--- config.mk ---
export PLATFORM = sky130hd
export DESIGN_NAME = addsub_serial_nbits
export DESIGN_NICKNAME = d
export VERILOG_FILES = /design/src/rtl/addsub_serial_nbits.sv
export SDC_FILE = /design/constraint.sdc
export NUM_CORES = 1
export LEC_CHECK = 0
export CAP_MARGIN = 5
export CORE_MARGIN = 3
export CORE_UTILIZATION = 23
export CTS_BUF_LIST = sky130_fd_sc_hd__clkbuf_8
export CTS_CLUSTER_SIZE = 8
export DETAILED_ROUTE_END_ITERATION = 10
export PLACE_DENSITY_LB_ADDON = 0.3
export SLEW_MARGIN = 20
export SYNTH_ARGS = -nofsm -noshare
export SYNTH_HDL_FRONTEND = slang
export SYNTH_SLANG_ARGS = --single-unit
export TNS_END_PERCENT = 10
--- constraint.sdc ---
create_clock -name clk -period 9.8 [get_ports clk]
set_input_delay 0.98 -clock clk [delete_from_list [all_inputs] [get_ports clk]]
set_output_delay 0.98 -clock clk [all_outputs]
set_load 0.01 [all_outputs]
--- src/rtl/addsub_serial_nbits.sv ---
//------------------------------------------------------------------------------
// addsub_serial_nbits : chunk-serial WIDTH-bit adder/subtractor, CHUNK bits/clk
// Revision: 1.0
//------------------------------------------------------------------------------
`default_nettype none

module addsub_serial_nbits #(
  parameter int WIDTH = 32,
  parameter int CHUNK = 8
) (
  input  logic             clk,
  input  logic             rst_n,
  input  logic             start,
  input  logic             Op,
  input  logic [WIDTH-1:0] A,
  input  logic [WIDTH-1:0] B,
  input  logic             Cin,
  output logic             ready,
  output logic             done,
  output logic [WIDTH-1:0] Sub,
  output logic             Cout,
  output logic             Signal,
  output logic             Zero,
  output logic             Overflow
);

  localparam int N  = WIDTH / CHUNK;
  localparam int KW = (N > 1) ? $clog2(N) : 1;
  localparam logic [KW-1:0] K_LAST = KW'(N - 1);

  typedef enum logic [1:0] {
    S_IDLE = 2'd0,
    S_RUN  = 2'd1,
    S_DONE = 2'd2
  } state_t;

  state_t           state_q, state_d;
  logic [WIDTH-1:0] a_q, a_d;
  logic [WIDTH-1:0] b_q, b_d;
  logic [WIDTH-1:0] acc_q, acc_d;
  logic             op_q, op_d;
  logic             carry_q, carry_d;
  logic [KW-1:0]    k_q, k_d;
  logic [WIDTH-1:0] sub_q, sub_d;
  logic             cout_q, cout_d;
  logic             zero_q, zero_d;
  logic             ovf_q, ovf_d;

  int               chunk_lo;
  logic [CHUNK-1:0] a_k, b_k, b_eff;
  logic [CHUNK:0]   sum;
  logic [WIDTH-1:0] res_full;

  always_comb begin
    state_d  = state_q;
    a_d      = a_q;
    b_d      = b_q;
    acc_d    = acc_q;
    op_d     = op_q;
    carry_d  = carry_q;
    k_d      = k_q;
    sub_d    = sub_q;
    cout_d   = cout_q;
    zero_d   = zero_q;
    ovf_d    = ovf_q;

    chunk_lo = int'(k_q) * CHUNK;
    a_k      = a_q[chunk_lo +: CHUNK];
    b_k      = b_q[chunk_lo +: CHUNK];
    // Subtraction runs as A + ~B with the borrow-in inverted into the carry.
    b_eff    = op_q ? ~b_k : b_k;
    sum      = {1'b0, a_k} + {1'b0, b_eff} + {{CHUNK{1'b0}}, carry_q};
    res_full = acc_q;
    res_full[chunk_lo +: CHUNK] = sum[CHUNK-1:0];

    case (state_q)
      S_IDLE, S_DONE: begin
        if (start) begin
          a_d     = A;
          b_d     = B;
          op_d    = Op;
          carry_d = Op ? ~Cin : Cin;
          acc_d   = '0;
          k_d     = '0;
          state_d = S_RUN;
        end else begin
          state_d = S_IDLE;
        end
      end
      S_RUN: begin
        acc_d   = res_full;
        carry_d = sum[CHUNK];
        k_d     = k_q + 1'b1;
        if (k_q == K_LAST) begin
          sub_d   = res_full;
          cout_d  = op_q ^ sum[CHUNK];
          zero_d  = (res_full == '0);
          ovf_d   = ((a_q[WIDTH-1] ^ b_q[WIDTH-1]) == op_q) &&
                    (res_full[WIDTH-1] != a_q[WIDTH-1]);
          state_d = S_DONE;
        end
      end
      default: state_d = S_IDLE;
    endcase
  end

  always_ff @(posedge clk or negedge rst_n) begin
    if (!rst_n) begin
      state_q <= S_IDLE;
      a_q     <= '0;
      b_q     <= '0;
      acc_q   <= '0;
      op_q    <= 1'b0;
      carry_q <= 1'b0;
      k_q     <= '0;
      sub_q   <= '0;
      cout_q  <= 1'b0;
      zero_q  <= 1'b0;
      ovf_q   <= 1'b0;
    end else begin
      state_q <= state_d;
      a_q     <= a_d;
      b_q     <= b_d;
      acc_q   <= acc_d;
      op_q    <= op_d;
      carry_q <= carry_d;
      k_q     <= k_d;
      sub_q   <= sub_d;
      cout_q  <= cout_d;
      zero_q  <= zero_d;
      ovf_q   <= ovf_d;
    end
  end

  assign ready    = (state_q == S_IDLE) || (state_q == S_DONE);
  assign done     = (state_q == S_DONE);
  assign Sub      = sub_q;
  assign Cout     = cout_q;
  assign Signal   = sub_q[WIDTH-1];
  assign Zero     = zero_q;
  assign Overflow = ovf_q;

endmodule

`default_nettype wire

==> results of run 1 <==
==> worst max-delay path by stage <==
stage,from,to,cells past startpoint
finish,k_q[0],Sub[30],11
global route,k_q[0],Sub[14],11
CTS,k_q[0],Sub[30],11
detailed placement,k_q[0],Sub[30],11
global placement,k_q[0],Sub[22],11
floorplan,k_q[0],Zero,12
==> layer usage <==
layer  track usage [%]  part of all wire [%]  up-vias  wire [um]
li1                  -                     -     2199          -
met1              16.8                    47     2362       8590
met2              18.1                    45      167       8350
met3              3.54                   6.4       20       1190
met4              3.72                   1.4        0        265
met5                 0                     0        -          0
==> tightest hold or removal path, cell delays in order (launching register included) <==
cell and delay (ps):
dfrtp_1 350, nand2_1 40, o21ai_0 60
==> synthesized netlist by cell type, types with 2 or more instances <==
| cell type | n |
|---|---|
| a211oi_1 | 4 |
| a21oi_1 | 15 |
| a221oi_1 | 19 |
| a22o_1 | 21 |
| a22oi_1 | 7 |
| a31oi_1 | 2 |
| and3_1 | 4 |
| buf_2 | 5 |
| buf_4 | 2 |
| buf_6 | 4 |
| clkbuf_1 | 19 |
| dfrtp_1 | 137 |
| fa_1 | 2 |
| ha_1 | 13 |
| inv_1 | 18 |
| mux2_2 | 65 |
| mux2i_1 | 4 |
| mux4_2 | 16 |
| nand2_1 | 33 |
| nand2b_1 | 6 |
| nand3_1 | 3 |
| nor2_1 | 52 |
| nor2b_1 | 5 |
| nor3_1 | 4 |
| nor4_1 | 5 |
| o21a_1 | 6 |
| o21ai_0 | 15 |
| o21ai_1 | 9 |
| o221ai_1 | 4 |
| o31ai_1 | 5 |
| or3_1 | 2 |
| xnor2_1 | 4 |
| xor2_1 | 10 |
==> area by class of cell <==
type	instances	area [sq um]	area share [%]
flip-flops and latches	137	3430	40.5
clock inverters	11	143	1.68
inverters	19	71.3	0.842
well taps	378	473	5.59
clock buffers	21	289	3.41
repair buffers	113	1110	13.2
multi-input cells	357	2950	34.8
==> layout by cell type (no fill, tap or decap), drive strengths merged, types with 5 or more instances in the layout <==
| master | instances |
|---|---|
| nand2 | 33 |
| o21a | 6 |
| clkbuf | 21 |
| nor4 | 5 |
| clkinv | 5 |
| xor2 | 10 |
| clkdlybuf4s50 | 105 |
| a211oi | 5 |
| o31ai | 5 |
| mux2 | 65 |
| buf | 8 |
| a22o | 21 |
| a21oi | 15 |
| nand2b | 6 |
| nor2 | 52 |
| ha | 13 |
| inv | 20 |
| a22oi | 7 |
| nor2b | 5 |
| a221oi | 19 |
| o21ai | 24 |
| mux4 | 16 |
| dfrtp | 137 |
==> stage by stage <==
| stage | std cells | setup slack [ps] | area [sq um] | utilization, % | hold WS [ps] |
|---|---|---|---|---|---|
| global route | 1036 | 5210 | 8470 | 30.2 | 514 |
| CTS | 1036 | 5600 | 8460 | 30.2 | 490 |
| global placement | 1004 | 5670 | 8030 | 28.7 | 471 |
| floorplan | 544 | 6380 | 6580 | - | 449 |
| finish | 1036 | 5620 | 8470 | 30.2 | 486 |
| detailed placement | 1004 | 5590 | 8030 | 28.7 | 471 |
==> registers in the layout, indices dropped and copies added (netlist names) <==
signal,cells
Sub,32
a_q,32
acc_q,32
b_q,32
k_q,2
state_q,2
Cout,1
Overflow,1
Zero,1
carry_q,1
op_q,1
==> cells by family (layout without fill, tap and decap cells) <==
family,Yosys count,after routing,synth area share (%)
xor+xnor,14,14,1.86
flops,137,137,52.1
compound gates,115,115,12.9
mux,85,85,17.2
buf+inv,50,164,3.52
fa+ha+maj,15,15,3.08
simple gates,128,128,9.35
==> reports/qor.txt, run 1 <==
status: finished clean
final hold vios: 0
RSZ-0062 raised after global routing: no
filler instances: 2917
I/O pin total: 107
first-pass GRT wire length: 28.5 mm
die width: 175 um
Hold Path Cell Cnt: 2
largest net degree at the start of global routing: 74
Max Fclk: 239 MHz
reg-to-reg endpoint: Sub[30]
HPWL Detailed: 13.1 mm
area leader, netlist: dfrtp_1
RR Startpoint: k_q[0]
Synth area leaders: dfrtp_1 (52%), mux2_2 (11%), mux4_2 (5.5%), nor2_1 (3.0%), a22o_1 (2.8%)
slowest cell on the critical path: dfrtp_1
final setup fails: 0
Nets: 729
critical-path cell list: buf_4, mux4_2, xnor2_1, fa_1, fa_1, nand2b_1, a211oi_1, o22ai_1, nor2_1, a221oi_1, nor2_1
DR vias: 4748
#FFs+latches synth: 137
syn avg cell area: 12.1 sq um
final WL: 18.4 mm
register area share after synthesis: 52.1%
RePlAce Congestion: 0.795
root buf cell: clkbuf_8
critical path peak fanout: 17
clk slew on worst S/H paths: 80 ps
Via density: 4.58
setup TNS: 0 ps
cts hold-fix bufs: 0
Worst path max stage delay: 710 ps
number of synthesized flops with an enable pin: 0
Antenna Cells: 0
Core Region: 28000 sq um
die height: 175 um
Tmin final: 4180 ps
Max-Slew Margin vs Limit: 30.6%
critical path type: flop to flop
DRC violations left: 0
Final ANT Viol Nets: 0
Arr. time, crit path: 4570 ps
dominant synthesized flop cell: dfrtp_1
Layout Area Growth over Synthesis: 28.6%
die area: 30700 sq um
Cells after Synth: 544
CTS tree: done
kind of launch point of the worst setup path: flop
initial core utilization: 23.5%
initial antenna violation count: 0
CP required: 10190 ps
TritonCTS Sinks: 137
Ys Warns: 0
Initial DRT Pass Iterations: 5
flop2flop setup slack: 5620 ps
Synth async-reset ratio: 100%
worst clock skew: 11.8 ps
H-tree levels: 4
Hold Crit Start: Sub[8]
CP top delay family: simple AND/OR/NAND/NOR gates
Hold Crit Class: flop to flop
Resize count post-CTS: 0
post-synthesis cell area: 6580 sq um
share of cells above drive strength 1: 19.9%
Total Routing Usage GR: 12.1%
Skew-Pair Late Insertion Delay: 450 ps
maxcap violations: 0
total congestion overflow: 0
Worst Hold End: Sub[8]
max-slew violations: 0
post-synth net total: 628
DRT iter0 DRCs: 334
post-CTS setup buffers: 0
drt wl/cell: 17.7 um
IO Port Bufs: 106
Worst-Margin Slew: 1030 ps
FP Rows: 61
Crit. End Element: flop
R2R cell count: 11
top-area cell type share of the netlist area: 52.1%
CP Buf/Inv Count: 1
period utilization: 42.7%
post-synthesis cell type count: 57
vias in the first global route: 4780
cts bufs inserted: 17
CTS max path bufs: 2
Power of run 1 is not shown: default switching activity piles up to over one toggle a cycle in this logic, so the estimate is an artifact.
==> run 2, diff against run 1 <==
==> constraint.sdc (replaced) <==
create_clock -name clk -period 3.74 [get_ports clk]
set_input_delay 0.374 -clock clk [delete_from_list [all_inputs] [get_ports clk]]
set_output_delay 0.374 -clock clk [all_outputs]
set_load 0.01 [all_outputs]
==> run 2 against run 1 <==
Net effect:
- highest routed layer unchanged
- utilization grew 0.21 points
- cell count grew 0.87%
- first-iteration DRC count grew 6.3%
- critical path depth shrank 1
- critical path type unchanged
- clock-buffer cell count shrank 4
- register-to-register slack lost 5300 ps
- fmax grew 21%
- routed wire length shrank 3.8%
==> reports/qor.txt, run 2 (synthesis gave the netlist of run 1 again) <==
reg-to-reg endpoint: Sub[6]
final hold slack: 476 ps
largest net degree at the start of global routing: 73
setup TNS: 0 ps
drt wl/cell: 16.9 um
Resize count post-CTS: 0
initial core utilization: 23.5%
vias in the first global route: 4744
cts bufs inserted: 17
die area: 30700 sq um
TritonCTS Sinks: 137
R2R cell count: 10
maxcap violations: 0
Skew-Pair Late Insertion Delay: 460 ps
IO Port Bufs: 106
CP required: 4120 ps
CP Buf/Inv Count: 0
DRT iter0 DRCs: 355
critical path peak fanout: 9
critical-path cell list: mux4_2, xnor2_1, fa_1, fa_1, nand2b_1, a211oi_1, o22ai_1, nor2_1, a221oi_1, nor2_1
CP Launch Point: k_q[0]
CTS max path bufs: 2
FP Rows: 61
initial antenna violation count: 0
Arr. time, crit path: 3840 ps
Hold Crit Class: input pin to async pin
CP top delay family: simple AND/OR/NAND/NOR gates
DR vias: 4724
Max-Slew Margin vs Limit: 48.2%
Via density: 4.52
kind of launch point of the worst setup path: flop
slowest cell on the critical path: nor2_1
period utilization: 92.4%
Layout Area Growth over Synthesis: 29.5%
final setup fails: 0
RR Startpoint: k_q[0]
commonest non-fill, non-tap cell in the layout: dfrtp_1
clk slew on worst S/H paths: 90 ps
Core Region: 28000 sq um
DRC violations left: 0
RePlAce Congestion: 0.784
total congestion overflow: 0
worst clock skew: 18.3 ps
Tmin final: 3460 ps
critical path type: flop to flop
final WL: 17.7 mm
first-pass GRT wire length: 28.0 mm
Initial DRT Pass Iterations: 5
H-tree levels: 4
max-slew violations: 0
Antenna Cells: 0
status: finished clean
Crit. End Element: flop
I/O pin total: 107
die height: 175 um
filler instances: 2930
most frequent cells in the layout: dfrtp_1 (137), clkdlybuf4s50_1 (105), mux2_2 (65), nor2_1 (52), nand2_1 (33)
RSZ-0062 raised after global routing: no
Total Routing Usage GR: 11.7%
root buf cell: clkbuf_8
Worst-Margin Slew: 774 ps
final hold vios: 0
CTS tree: done
Nets: 738
Final ANT Viol Nets: 0
HPWL Detailed: 12.7 mm
Worst path max stage delay: 600 ps
flop2flop setup slack: 280 ps
die width: 175 um
Max Fclk: 289 MHz
share of cells above drive strength 1: 20.5%
Post-Route Utilization: 30.4%
## run 2: worst max path at each step
stage	endpoint	slack, ps	depth (start not counted)
2_1_floorplan	Zero	320	12
3_3_place_gp	Sub[6]	330	10
3_5_place_dp	Sub[6]	280	10
4_1_cts	Sub[6]	260	10
5_1_grt	Sub[14]	80	10
6_report	Sub[6]	280	10
## run 2: timing repair
item	CTS	global route
hold buffers	1	0
setup buffers	0	0
hold endpoints to repair	70	0
## run 2: through the flow
step	instance area, sq um	instances	worst slack [ps]
after floorplan	6580	544	317
after global placement	8120	1012	329
after detailed placement	8120	1012	283
after CTS	8530	1045	255
after global routing	8530	1045	75.9
final	8530	1045	284
## run 2: area by class of cell
class                           instances  area, sq um  area share, %
Clock buffer                           17          234           2.74
Sequential cell                       137         3430           40.2
Inverter                               19         71.3          0.836
Timing Repair Buffer                  122         1220           14.3
Multi-Input combinational cell        357         2930           34.4
Tap cell                              378          473           5.55
Clock inverter                         15          166           1.95
## run 2: per-layer routing
layer  part of all wire, %  wire length, um  global-route usage, %  vias up
li1                      -                -                      -     2227
met1                    48             8570                   17.2     2351
met2                    46             8060                   17.5      137
met3                   5.2              918                   2.50        9
met4                  0.82              145                   3.26        0
met5                     0                0                      0        -
## run 2: worst reg2reg max path: stages, from the launching register on
cell and delay [ps]:
dfrtp_1 420, mux4_2 530, xnor2_1 150, fa_1 400
fa_1 410, nand2b_1 180, a211oi_1 290, o22ai_1 110
nor2_1 600, a221oi_1 170, nor2_1 130
Power of run 2 is left out for the same reason.
==> run 3, diff against run 2 <==
==> constraint.sdc (replaced) <==
create_clock -name clk -period 3 [get_ports clk]
set_input_delay 0.3 -clock clk [delete_from_list [all_inputs] [get_ports clk]]
set_output_delay 0.3 -clock clk [all_outputs]
set_load 0.01 [all_outputs]
==> run 3 against run 2 <==
Net effect:
- the run now ends with setup timing left
- sequential share of layout area fell by 2.2 points
- critical path depth up 1
- cell count grew 3.4%
- setup slack worse by 320 ps
- design area is 5.9% higher
- non-clock buffer count is 37 higher
- sequential cell count is the same
- register-to-register slack got worse by 320 ps
- worst hold slack got worse by 27 ps
- clock skew shrank 3.6 ps
- routed wire length up 2.9%
==> reports/qor.txt, run 3 (synthesis gave the netlist of run 1 again) <==
first-pass GRT wire length: 29.3 mm
die width: 175 um
Crit. End Element: flop
violated checks: setup timing
cell area after layout: 9030 sq um
Final ANT Viol Nets: 0
kind of launch point of the worst setup path: flop
clk slew on worst S/H paths: 80 ps
Layout Area Growth over Synthesis: 37.2%
filler instances: 2879
DRC violations left: 0
die area: 30700 sq um
Skew-Pair Late Insertion Delay: 450 ps
Post-DP Area: 8450 sq um
critical path peak fanout: 2
Antenna Cells: 0
root buf cell: clkbuf_8
RePlAce Congestion: 0.768
critical path type: flop to flop
setup TNS: -47.9 ps
CTS max path bufs: 2
Max Fclk: 329 MHz
Post-Route Utilization: 32.2%
worst clock skew: 14.6 ps
Tmin final: 3040 ps
final WL: 18.2 mm
FP Rows: 61
most frequent cells in the layout: dfrtp_1 (137), clkdlybuf4s50_1 (105), mux2_2 (65), nor2_1 (50), buf_4 (44)
DR vias: 4899
DRT iter0 DRCs: 293
period utilization: 101%
IO Port Bufs: 106
max-slew violations: 0
drt wl/cell: 16.8 um
cts bufs inserted: 17
Total Routing Usage GR: 12.3%
commonest non-fill, non-tap cell in the layout: dfrtp_1
Worst-Margin Slew: 839 ps
Hold Crit Class: input pin to flop
Core Region: 28000 sq um
die height: 175 um
I/O pin total: 107
maxcap violations: 0
HPWL Detailed: 13.2 mm
final setup fails: 3
Nets: 775
final hold slack: 450 ps
final worst slack: -37.9 ps
H-tree levels: 4
Max-Slew Margin vs Limit: 44.0%
Arr. time, crit path: 3410 ps
vias in the first global route: 5068
initial antenna violation count: 0
total congestion overflow: 0
status: complete, but fails checks
CTS tree: done
share of cells above drive strength 1: 27.5%
TritonCTS Sinks: 137
Via density: 4.53
final hold vios: 0
CP required: 3380 ps
RSZ-0062 raised after global routing: yes
initial core utilization: 23.5%
Initial DRT Pass Iterations: 4
largest net degree at the start of global routing: 84
run 3: changes by cell type in the layout (fill, tap and decap cells not counted), sizes merged:
cell	previous run	this run
clkbuf	17	18
buf	16	53
clkinvlp	5	2
inv	25	22
clkinv	2	4
bufinv	2	4
run 3: worst max-delay path, stage by stage (launching register included):
cell and delay [ps]:
dfrtp_1 410, mux4_2 530, xnor2_1 150, fa_2 360
fa_2 350, nand2b_4 150, buf_4 130, a21oi_4 170
xnor2_4 100, o41ai_2 290, a32oi_1 150, a211oi_2 170
run 3: worst paths after layout:
path,from,to,slack [ps],depth (start not counted)
max in group asynchronous,rst_n,acc_q[23],1820,3
setup reg to reg,k_q[0],Zero,-40,11
min in group asynchronous,rst_n,Overflow,460,2
hold / removal,B[11],b_q[11],450,2
setup / recovery,k_q[0],Zero,-40,11
hold reg to reg,Sub[8],Sub[8],480,2
run 3: what timing repair did:
| action | CTS | global route |
|---|---|---|
| buffers inserted | 0 | 6 |
| hold buffers | 1 | 0 |
| resized for setup | 6 | 10 |
| pin swaps | 3 | 0 |
| hold endpoints to repair | 82 | 0 |
| setup endpoints to repair | 12 | 29 |
run 3: metrics by stage:
stage          setup WS (ps)  instances
6_report               -37.9       1081
5_1_grt                 -202       1081
4_1_cts                -53.3       1075
3_5_place_dp            -124       1043
3_3_place_gp           -62.8       1043
2_1_floorplan           -181        544
run 3: metal layers:
metal  wire length, um  GRT usage [%]  vias up
met3               864           3.22       13
met4               183           3.59        0
met1              8720           17.0     2465
li1                  -              -     2292
met2              8430           19.2      129
met5                 0              0        -
run 3: cell type report:
cell class	instances	area, sq um	area share (%)
Sequential cell	137	3430	38.0
Multi-Input combinational cell	357	3050	33.8
Timing Repair Buffer	159	1560	17.3
Tap cell	378	473	5.24
Clock buffer	18	248	2.74
Clock inverter	13	193	2.13
Inverter	19	71.3	0.790
Power of run 3 is left out for the same reason.
